===== src/rtl/pipe_pkg.sv =====
// Shared types and default stage widths for the pipeline stage buffers.
package pipe_pkg;

  typedef enum logic [1:0] {
    ST_EMPTY = 2'd0,
    ST_ONE   = 2'd1,
    ST_TWO   = 2'd2
  } pipe_state_t;

  // Default widths used by the per-stage instances.
  localparam int unsigned IF_ID_CTRL_W   = 1;
  localparam int unsigned IF_ID_DATA_W   = 64;
  localparam int unsigned ID_EX_CTRL_W   = 10;
  localparam int unsigned ID_EX_DATA_W   = 288;
  localparam int unsigned EX_MEM_CTRL_W  = 5;
  localparam int unsigned EX_MEM_DATA_W  = 141;
  localparam int unsigned MEM_WB_CTRL_W  = 2;
  localparam int unsigned MEM_WB_DATA_W  = 133;
  localparam int unsigned STALL_CNT_W_DF = 16;

endpackage


===== src/rtl/sat_counter.sv =====
// Saturating up-counter with synchronous active-low clear.
module sat_counter #(
  parameter int unsigned W = 16
) (
  input  logic         clk_i,
  input  logic         clr_ni,
  input  logic         inc_i,
  output logic [W-1:0] cnt_o
);

  logic [W-1:0] cnt_q, cnt_d;

  // Increment unless already at the all-ones ceiling.
  always_comb begin
    cnt_d = cnt_q;
    if (inc_i && (cnt_q != '1)) cnt_d = cnt_q + 1'b1;
  end

  // Counter register; clear has priority over increment.
  always_ff @(posedge clk_i) begin
    if (!clr_ni) cnt_q <= '0;
    else         cnt_q <= cnt_d;
  end

  assign cnt_o = cnt_q;

endmodule


===== src/rtl/pipe_stage_buf.sv =====
// Pipeline stage register with valid/ready handshake, 2-entry skid buffer,
// synchronous flush to a bubble and a saturating back-pressure counter.
module pipe_stage_buf
  import pipe_pkg::*;
#(
  parameter int unsigned CTRL_W      = 10,
  parameter int unsigned DATA_W      = 288,
  parameter int unsigned STALL_CNT_W = 16
) (
  input  logic                   clk,
  input  logic                   reset,
  input  logic                   flush,
  input  logic                   in_valid,
  output logic                   in_ready,
  input  logic [CTRL_W-1:0]      in_ctrl,
  input  logic [DATA_W-1:0]      in_data,
  output logic                   out_valid,
  input  logic                   out_ready,
  output logic [CTRL_W-1:0]      out_ctrl,
  output logic [DATA_W-1:0]      out_data,
  output logic [STALL_CNT_W-1:0] stall_cnt
);

  pipe_state_t       state_q, state_d;
  logic              in_ready_q, in_ready_d;
  logic [CTRL_W-1:0] main_ctrl_q, main_ctrl_d, skid_ctrl_q, skid_ctrl_d;
  logic [DATA_W-1:0] main_data_q, main_data_d, skid_data_q, skid_data_d;
  logic              in_fire, out_fire;

  // State and storage registers; reset clears everything, flush only the state.
  always_ff @(posedge clk) begin
    if (!reset) begin
      state_q     <= ST_EMPTY;
      in_ready_q  <= 1'b1;
      main_ctrl_q <= '0;
      main_data_q <= '0;
      skid_ctrl_q <= '0;
      skid_data_q <= '0;
    end else begin
      state_q     <= state_d;
      in_ready_q  <= in_ready_d;
      main_ctrl_q <= main_ctrl_d;
      main_data_q <= main_data_d;
      skid_ctrl_q <= skid_ctrl_d;
      skid_data_q <= skid_data_d;
    end
  end

  // Next-state and storage update; flush empties the stage and drops any input.
  always_comb begin
    state_d     = state_q;
    main_ctrl_d = main_ctrl_q;
    main_data_d = main_data_q;
    skid_ctrl_d = skid_ctrl_q;
    skid_data_d = skid_data_q;
    if (flush) begin
      state_d = ST_EMPTY;
    end else begin
      case (state_q)
        ST_EMPTY: begin
          if (in_fire) begin
            main_ctrl_d = in_ctrl;
            main_data_d = in_data;
            state_d     = ST_ONE;
          end
        end
        ST_ONE: begin
          if (in_fire && out_fire) begin
            main_ctrl_d = in_ctrl;
            main_data_d = in_data;
          end else if (in_fire) begin
            skid_ctrl_d = in_ctrl;
            skid_data_d = in_data;
            state_d     = ST_TWO;
          end else if (out_fire) begin
            state_d = ST_EMPTY;
          end
        end
        ST_TWO: begin
          if (out_fire) begin
            main_ctrl_d = skid_ctrl_q;
            main_data_d = skid_data_q;
            state_d     = ST_ONE;
          end
        end
        default: state_d = ST_EMPTY;
      endcase
    end
    in_ready_d = (state_d != ST_TWO);
  end

  // Handshake and output decode from the current state.
  always_comb begin
    out_valid = (state_q != ST_EMPTY);
    out_ctrl  = out_valid ? main_ctrl_q : '0;
    out_data  = main_data_q;
    in_ready  = in_ready_q;
    in_fire   = in_valid & in_ready_q;
    out_fire  = out_valid & out_ready;
  end

  sat_counter #(
    .W(STALL_CNT_W)
  ) u_stall_cnt (
    .clk_i  (clk),
    .clr_ni (reset),
    .inc_i  (out_valid & ~out_ready),
    .cnt_o  (stall_cnt)
  );

endmodule


===== config.mk =====
export PLATFORM = sky130hd
export DESIGN_NAME = pipe_stage_buf
export DESIGN_NICKNAME = d
export VERILOG_FILES = /design/src/rtl/pipe_pkg.sv /design/src/rtl/sat_counter.sv /design/src/rtl/pipe_stage_buf.sv
export SDC_FILE = /design/constraint.sdc
export NUM_CORES = 1
export LEC_CHECK = 0
export ABC_CLOCK_PERIOD_IN_PS = 2000
export CAP_MARGIN = 20
export CORE_MARGIN = 8
export CORE_UTILIZATION = 35
export DETAILED_ROUTE_END_ITERATION = 10
export PLACE_DENSITY = 0.6
export SYNTH_ARGS = -nofsm -noshare
export SYNTH_HDL_FRONTEND = slang
export SYNTH_SLANG_ARGS = --single-unit

===== constraint.sdc =====
create_clock -name clk -period 2 [get_ports clk]
set_clock_uncertainty 0.1 [all_clocks]
set_input_delay 0.3 -clock clk [delete_from_list [all_inputs] [get_ports clk]]
set_output_delay 0.3 -clock clk [all_outputs]
set_load 0.005 [all_outputs]

==> results of run 1 <==
==> tightest hold or removal path, delay by kind of cell <==
kind	cells	cell delay, ps
buf+inv	1	420
simple gates	1	60
compound gates	1	50
==> placed cells by master (no fill, tap or decap), drive strengths merged, types with 14 or more instances in the layout <==
cell type and count:
a21oi 606, buf 181, o21ai 304, clkbuf 118, dlygate4sd2 14, clkdlybuf4s50 585, dfxtp 615, diode 14
nand2 1199, a211o 299
==> layout make-up <==
class	count	area, µm²
sequential	615	12300
antenna	14	35.0
tap	969	1210
fill	7179	36700
inverter	7	33.8
clock inverter	13	230
timing repair buffer	807	8990
multi-input combinational	2480	12300
clock buffer	106	2100
==> power groups by stage <==
| stage | clock (mW) | combinational, mW | sequential, mW |
|---|---|---|---|
| after global routing | 13.9 | 3.64 | 12.8 |
| final | 13.1 | 3.38 | 12.8 |
| after CTS | 13.4 | 3.24 | 12.8 |
| after floorplan | 0 | 1.23 | 13.0 |
| after global placement | 0 | 3.21 | 13.1 |
| after detailed placement | 0 | 3.21 | 13.1 |
==> metrics by stage <==
step	TNS, ps	area, µm²
after floorplan	0	26000
after global placement	-97430	34200
after detailed placement	-104770	34200
after CTS	-76.9	36600
after global routing	-85.8	37200
final	0	37200
==> cells by family after synthesis <==
kind of cell,synth area share [%]
fa+ha+maj,0.0481
buf+inv,5.77
simple gates,18.6
xor+xnor,0.0674
flops,47.4
compound gates,28.0
mux,0.0770
==> worst max-delay path by stage <==
stage / from / end / slack [ps] / depth (start not counted)
floorplan: u_stall_cnt.cnt_o[0]$_SDFFE_PN0P_ / u_stall_cnt.cnt_o[0]$_SDFFE_PN0P_ / 210 / 6
global placement: state_q[0]$_SDFF_PN0_ / out_ctrl[0] / -250 / 3
detailed placement: state_q[0]$_SDFF_PN0_ / out_ctrl[0] / -280 / 3
CTS: state_q[0]$_SDFF_PN0_ / out_data[87]$_SDFFE_PN0P_ / -20 / 7
global route: state_q[0]$_SDFF_PN0_ / out_data[90]$_SDFFE_PN0P_ / -20 / 8
finish: out_data[105]$_SDFFE_PN0P_ / out_data[105] / 50 / 1
==> state kept, by name (all words and copies together), names as in the netlist <==
signal             cells
out_data             288
skid_data_q          288
u_stall_cnt.cnt_o     16
main_ctrl_q           10
skid_ctrl_q           10
state_q                2
in_ready               1
==> synth_stat cells, drive strengths merged <==
cell type and count:
a21oi 606, nand3 6, dfxtp 615, a31o 1, and3b 1, nand2b 6
nor4 1, clkinv 1, inv 6, a31oi 1, a22oi 1, o21ba 1
o21ai 304, and2b 1, mux2i 2, nor2b 10, or3 5, nor2 4
nor3 4, nand3b 1, o31ai 4, xnor2 1, nand4 5, o41ai 2
and4 3, o2111ai 1, or4 4, and3 3, ha 1, a211o 299
clkbuf 164, a2bb2oi 1, o311ai 1, nand2 1199, buf 170, xor2 1
==> metal layers <==
layer	up-vias	GRT usage, %	part of all wire, %
li1	12800	-	-
met1	12500	27.5	43
met2	672	35.4	48
met3	144	4.92	6.1
met4	12	7.09	2.4
met5	-	0	0.085
==> what timing repair did <==
| action | 4_1_cts | 5_1_grt |
|---|---|---|
| setup buffers | 2 | 6 |
| setup endpoints to repair | 42 | 287 |
| pin swaps | 1 | 7 |
| cloned | 1 | 15 |
| gates resized for setup | 39 | 72 |
==> summary.md, run 1 <==
| Metric | Value |
|---|---|
| Status | finished clean |
| GRT overflow | 0 |
| Total CTS buffers | 71 |
| Worst r2r src | state_q[1]$_SDFF_PN0_ |
| Hold Path End | skid_data_q[72]$_SDFFE_PN0P_ |
| Via count | 26.1k |
| Die H | between 200 and 300 µm |
| Max Cap Viol | 0 |
| Reg-to-reg endpoint | out_data[119]$_SDFFE_PN0P_ |
| Initial antenna violation count | 18 |
| Global router's overall resource usage | around 21% |
| Fin crit share | just under 100% |
| First-pass GRT wire length | between 100000 and 150000 µm |
| Syn_nets | 3740 |
| Hold_buf cts | 0 |
| Fin util | roughly half |
| Ports | 619 |
| Fraction of layout cells with a size suffix above 1 | 8.12% |
| Largest net degree at the start of global routing | around 140 |
| Net count, final | 4286 |
| Ys Warns | 0 |
| Routed wire length | about 100000 µm |
| CP Capture Type | output pin |
| Core ar. | roughly 74000 µm² |
| Worst VDD drop | between 0.5 and 0.6 mV |
| Hold-critical path depth | 3 |
| Num Clock Sinks | between 600 and 700 |
| Count of cell types in the netlist | 40 |
| Sequential cell area fraction in the yosys report | ~47% |
| Initial drt markers | 1913 |
| Pre-CTS WS | -276 ps |
| Clock power frac | 44.7% |
| DPL Wire Length | 63700 µm |
| Starting Density | a little over a third |
| Residual DRC | 0 |
| Area Overhead vs Synth | 43.2% |
| P_sw | ~7.1 mW |
| Vias in the first global route | roughly 24k |
| Synthesized flop and latch total | between 600 and 700 |
| Syn Inst Count | 3436 |
| Crit path cell chain | clkdlybuf4s50_1 |
| Internal power | 22.2 mW |
| Fmax | 514 MHz |
| Slowest CP cell | clkdlybuf4s50_1 |
| Area leader, netlist | dfxtp_1 |
| Startpoint types | flop |
| Fin. max-slew vios | 0 |
| Port Buf Inserts | 618 |
| Crit-path max FO | 2 |
| CP delay by family, top | buffers and inverters |
| Worst setup margin | approximately 53 ps |
| Critical Path AT | about 1600 ps |
| Placer Congestion | 0.806 |
| Sequential Power Share | ~44% |
| Ranking of synthesized cells by area | dfxtp_1, nand2_1, a21oi_1 |
| Worst Tran Pin Value | approximately 650 ps |
| Die X-Extent | 288 µm |
| Hold Vio Cnt, Final | 0 |
| Sw frac | 24.2% |
| CP required | ~1600 ps |
| Die area | about 83000 µm² |
| Synth top area share | a little under half |
| Slew HR | 56.8% |
| Reg clk slew, reported paths | roughly 60 ps |
| Max incr delay on CP | between 500 and 600 ps |
| Combinational share of power | between 10% and 20% |
| Placed insts | roughly 4.9k |
| Clock Root Buffer | clkbuf_16 |
| Total power | 29.3 mW |
| Buf/Inv on CP | 1 |
| H-Tree Depth | 3 |
| Avg WL per Cell | a little under 20 µm |
| Hold WS | 174 ps |
| Pwr/cell area | 786 nW/µm² |
| Hold_sp | in_data[72] |
| TritonCTS clock tree | built |
| Cell area after synthesis | approximately 26000 µm² |
| Detail Route Antenna Nets | 0 |
| Critical path class | reg2out |
| R2R depth | 8 |
| HP Class | in2reg |
| RSZ-0062 raised after global routing | yes |
| R2R setup slack | approximately 80 ps |
| First drt pass iteration count | 5 |
| Row Count | 100 |
| LEAKAGE | 13.3 nW |
| Number of vias per cell | between 5 and 6 |
| Worst skew pair latency | 600 ps |
| Mapped Avg Cell Area | ~7.6 µm² |
| Clock tree buffer depth | 3 |
| Final setup violation count | 0 |
| Final Critical Period | about 1900 ps |
| Layout Cells excl Fill | 5011 |
No activity file was read; power rests on OpenSTA's default activity.
==> run 2, diff against run 1 <==
CELL_PAD_IN_SITES_DETAIL_PLACEMENT = 0   (was not set)
CELL_PAD_IN_SITES_GLOBAL_PLACEMENT = 1   (was not set)
PLACE_DENSITY = 0.78   (was 0.6)
==> summary.md, run 2 (same netlist as run 1, synthesis figures left out) <==
| Metric | Value |
|---|---|
| Num Clock Sinks | 615 (unchanged) |
| RSZ-0062 raised after global routing | yes (unchanged) |
| Port Buf Inserts | 618 (unchanged) |
| Fin crit share | 100% (was 97.3%) |
| CP Capture Type | output pin (unchanged) |
| Finished Cell Area | 38200 µm² (was 37200 µm²) |
| Vias in the first global route | 24.7k (was 24.2k) |
| LEAKAGE | 13.9 nW (was 13.3 nW) |
| First drt pass iteration count | 5 (unchanged) |
| Starting Density | 35.1% (unchanged) |
| Global router's overall resource usage | 21.6% (was 21.4%) |
| Fraction of layout cells with a size suffix above 1 | 10.8% (was 8.12%) |
| Area Overhead vs Synth | 47.1% (was 43.2%) |
| H-Tree Depth | 3 (unchanged) |
| Failing checks | negative setup slack |
| Worst skew pair latency | 600 ps (about the same) |
| Detail Route Antenna Nets | 0 (unchanged) |
| Row Count | 100 (unchanged) |
| Largest net degree at the start of global routing | 155 (was 138) |
| Clock Root Buffer | clkbuf_16 (unchanged) |
| Total CTS buffers | 71 (unchanged) |
| Die H | 288 µm (unchanged) |
| Ports | 619 (unchanged) |
| GRT overflow | 0 (unchanged) |
| Worst setup margin | -9.96 ps (was 53.3 ps) |
| Routed wire length | 101000 µm (was 97600 µm) |
| Number of vias per cell | 5.22 (was 5.21) |
| Placed Area | 34400 µm² (was 34200 µm²) |
| Hold WS | 175 ps (was 174 ps) |
| DPL Wire Length | 66100 µm (was 63700 µm) |
| Total power | 29.8 mW (was 29.3 mW) |
| Hold Vio Cnt, Final | 0 (unchanged) |
| Most common cell after layout, fill and taps aside | nand2_1 (unchanged) |
| Placer Congestion | 0.816 (was 0.806) |
| Worst Tran Pin Value | 812 ps (was 648 ps) |
| Fmax | 498 MHz (was 514 MHz) |
| Core ar. | 73900 µm² (unchanged) |
| Reg clk slew, reported paths | 60 ps (about the same) |
| Slew HR | 45.9% (was 56.8%) |
| Die area | 83200 µm² (unchanged) |
| First-pass GRT wire length | 145000 µm (was 144000 µm) |
| Residual DRC | 0 (unchanged) |
| Critical Path AT | 1610 ps (was 1550 ps) |
| Clock tree buffer depth | 3 (unchanged) |
| Crit-path max FO | 3 (was 2) |
| Initial antenna violation count | 16 (was 18) |
| Initial drt markers | 1957 (was 1913) |
| Avg WL per Cell | 19.9 µm (was 19.5 µm) |
| CP required | 1600 ps (about the same) |
| Commonest cells after routing, fill and taps aside | nand2_1, dfxtp_1, clkdlybuf4s50_1 (was nand2_1, dfxtp_1, a21oi_1) |
| Startpoint types | flop (unchanged) |
| Final Critical Period | 2010 ps (was 1950 ps) |
| Pre-CTS WS | -340 ps (was -276 ps) |
| Status | finished, violations left (was finished clean) |
| Net count, final | 4348 (was 4286) |
| Max Cap Viol | 0 (unchanged) |
| Die X-Extent | 288 µm (unchanged) |
| Setup TNS | -34.5 ps (was 0 ps) |
| Via count | 26.5k (was 26.1k) |
| HP Class | in2reg (unchanged) |
| Critical path class | reg2out (unchanged) |
| Worst VDD drop | 0.577 mV (was 0.526 mV) |
| Final setup violation count | 4 (was 0) |
| Pwr/cell area | 779 nW/µm² (was 786 nW/µm²) |
| TritonCTS clock tree | built (unchanged) |
| Fin. max-slew vios | 0 (unchanged) |
==> run 2: cell count changes in the layout (fill, tap and decap cells not counted), sizes merged <==
cell,change
dlygate4sd3,+1
inv,+2
dlygate4sd2,-1
clkbuf,+13
clkinvlp,-1
clkdlybuf4s15,-8
diode,-2
buf,+49
clkinv,+9
clkdlybuf4s50,+1
bufinv,+3
==> run 2: critical path: stages, from the launching register on <==
cell	delay, ps
dfxtp_4	350
nor2_4	180
buf_8	130
buf_6	90
buf_6	110
nor2b_4	40
buf_2	120
==> run 2: path summary, 6_finish.rpt <==
check	end	cells after the start	start	slack, ps
worst max-delay path	out_ctrl[7]	6	state_q[1]$_SDFF_PN0_	-10
worst min-delay path	skid_data_q[91]$_SDFFE_PN0P_	3	in_data[91]	170
worst max register to register	out_data[208]$_SDFFE_PN0P_	8	state_q[0]$_SDFF_PN0_	-10
worst min register to register	skid_data_q[281]$_SDFFE_PN0P_	2	skid_data_q[281]$_SDFFE_PN0P_	350
==> run 2: routing by layer <==
metal	GRT usage, %	part of all wire (%)	wire, µm
met3	5.06	6.8	6840
met4	7.17	2.9	2960
met1	27.5	42	42600
met5	0	0.053	54
met2	35.7	48	48700
==> run 2: cell type report <==
cell class / instances / area, µm²
fill: 7134 / 35700
multi-input combinational: 2480 / 12400
sequential: 615 / 12300
timing repair buffer: 869 / 9790
clock buffer: 99 / 2050
tap: 969 / 1210
clock inverter: 26 / 332
inverter: 7 / 33.8
antenna: 12 / 30.0
==> run 2: stage by stage <==
stage	utilization (%)	cells
floorplan	-	3436
global placement	46.6	4885
detailed placement	46.6	4885
CTS	50.1	5020
global route	51.7	5074
finish	51.7	5077
==> run 2: timing repair <==
action                                  4_1_cts  5_1_grt
endpoints found under the setup margin       31      421
buffers inserted                              8       11
pin swaps                                     2       29
resized for setup                            85      122
endpoints found under the hold margin         2        0
hold buffers                                  1        0
cloned                                        1       34
==> run 2: power breakdown <==
group	internal (mW)	switching, mW
Sequential	12.6	0.224
Combinational	1.91	1.68
Clock	8.07	5.30
==> run 3, diff against run 2 <==
CAP_MARGIN = 15   (was 20)
==> results of run 3 <==
No change in the layout: final DEF, timing and power equal those of run 2.
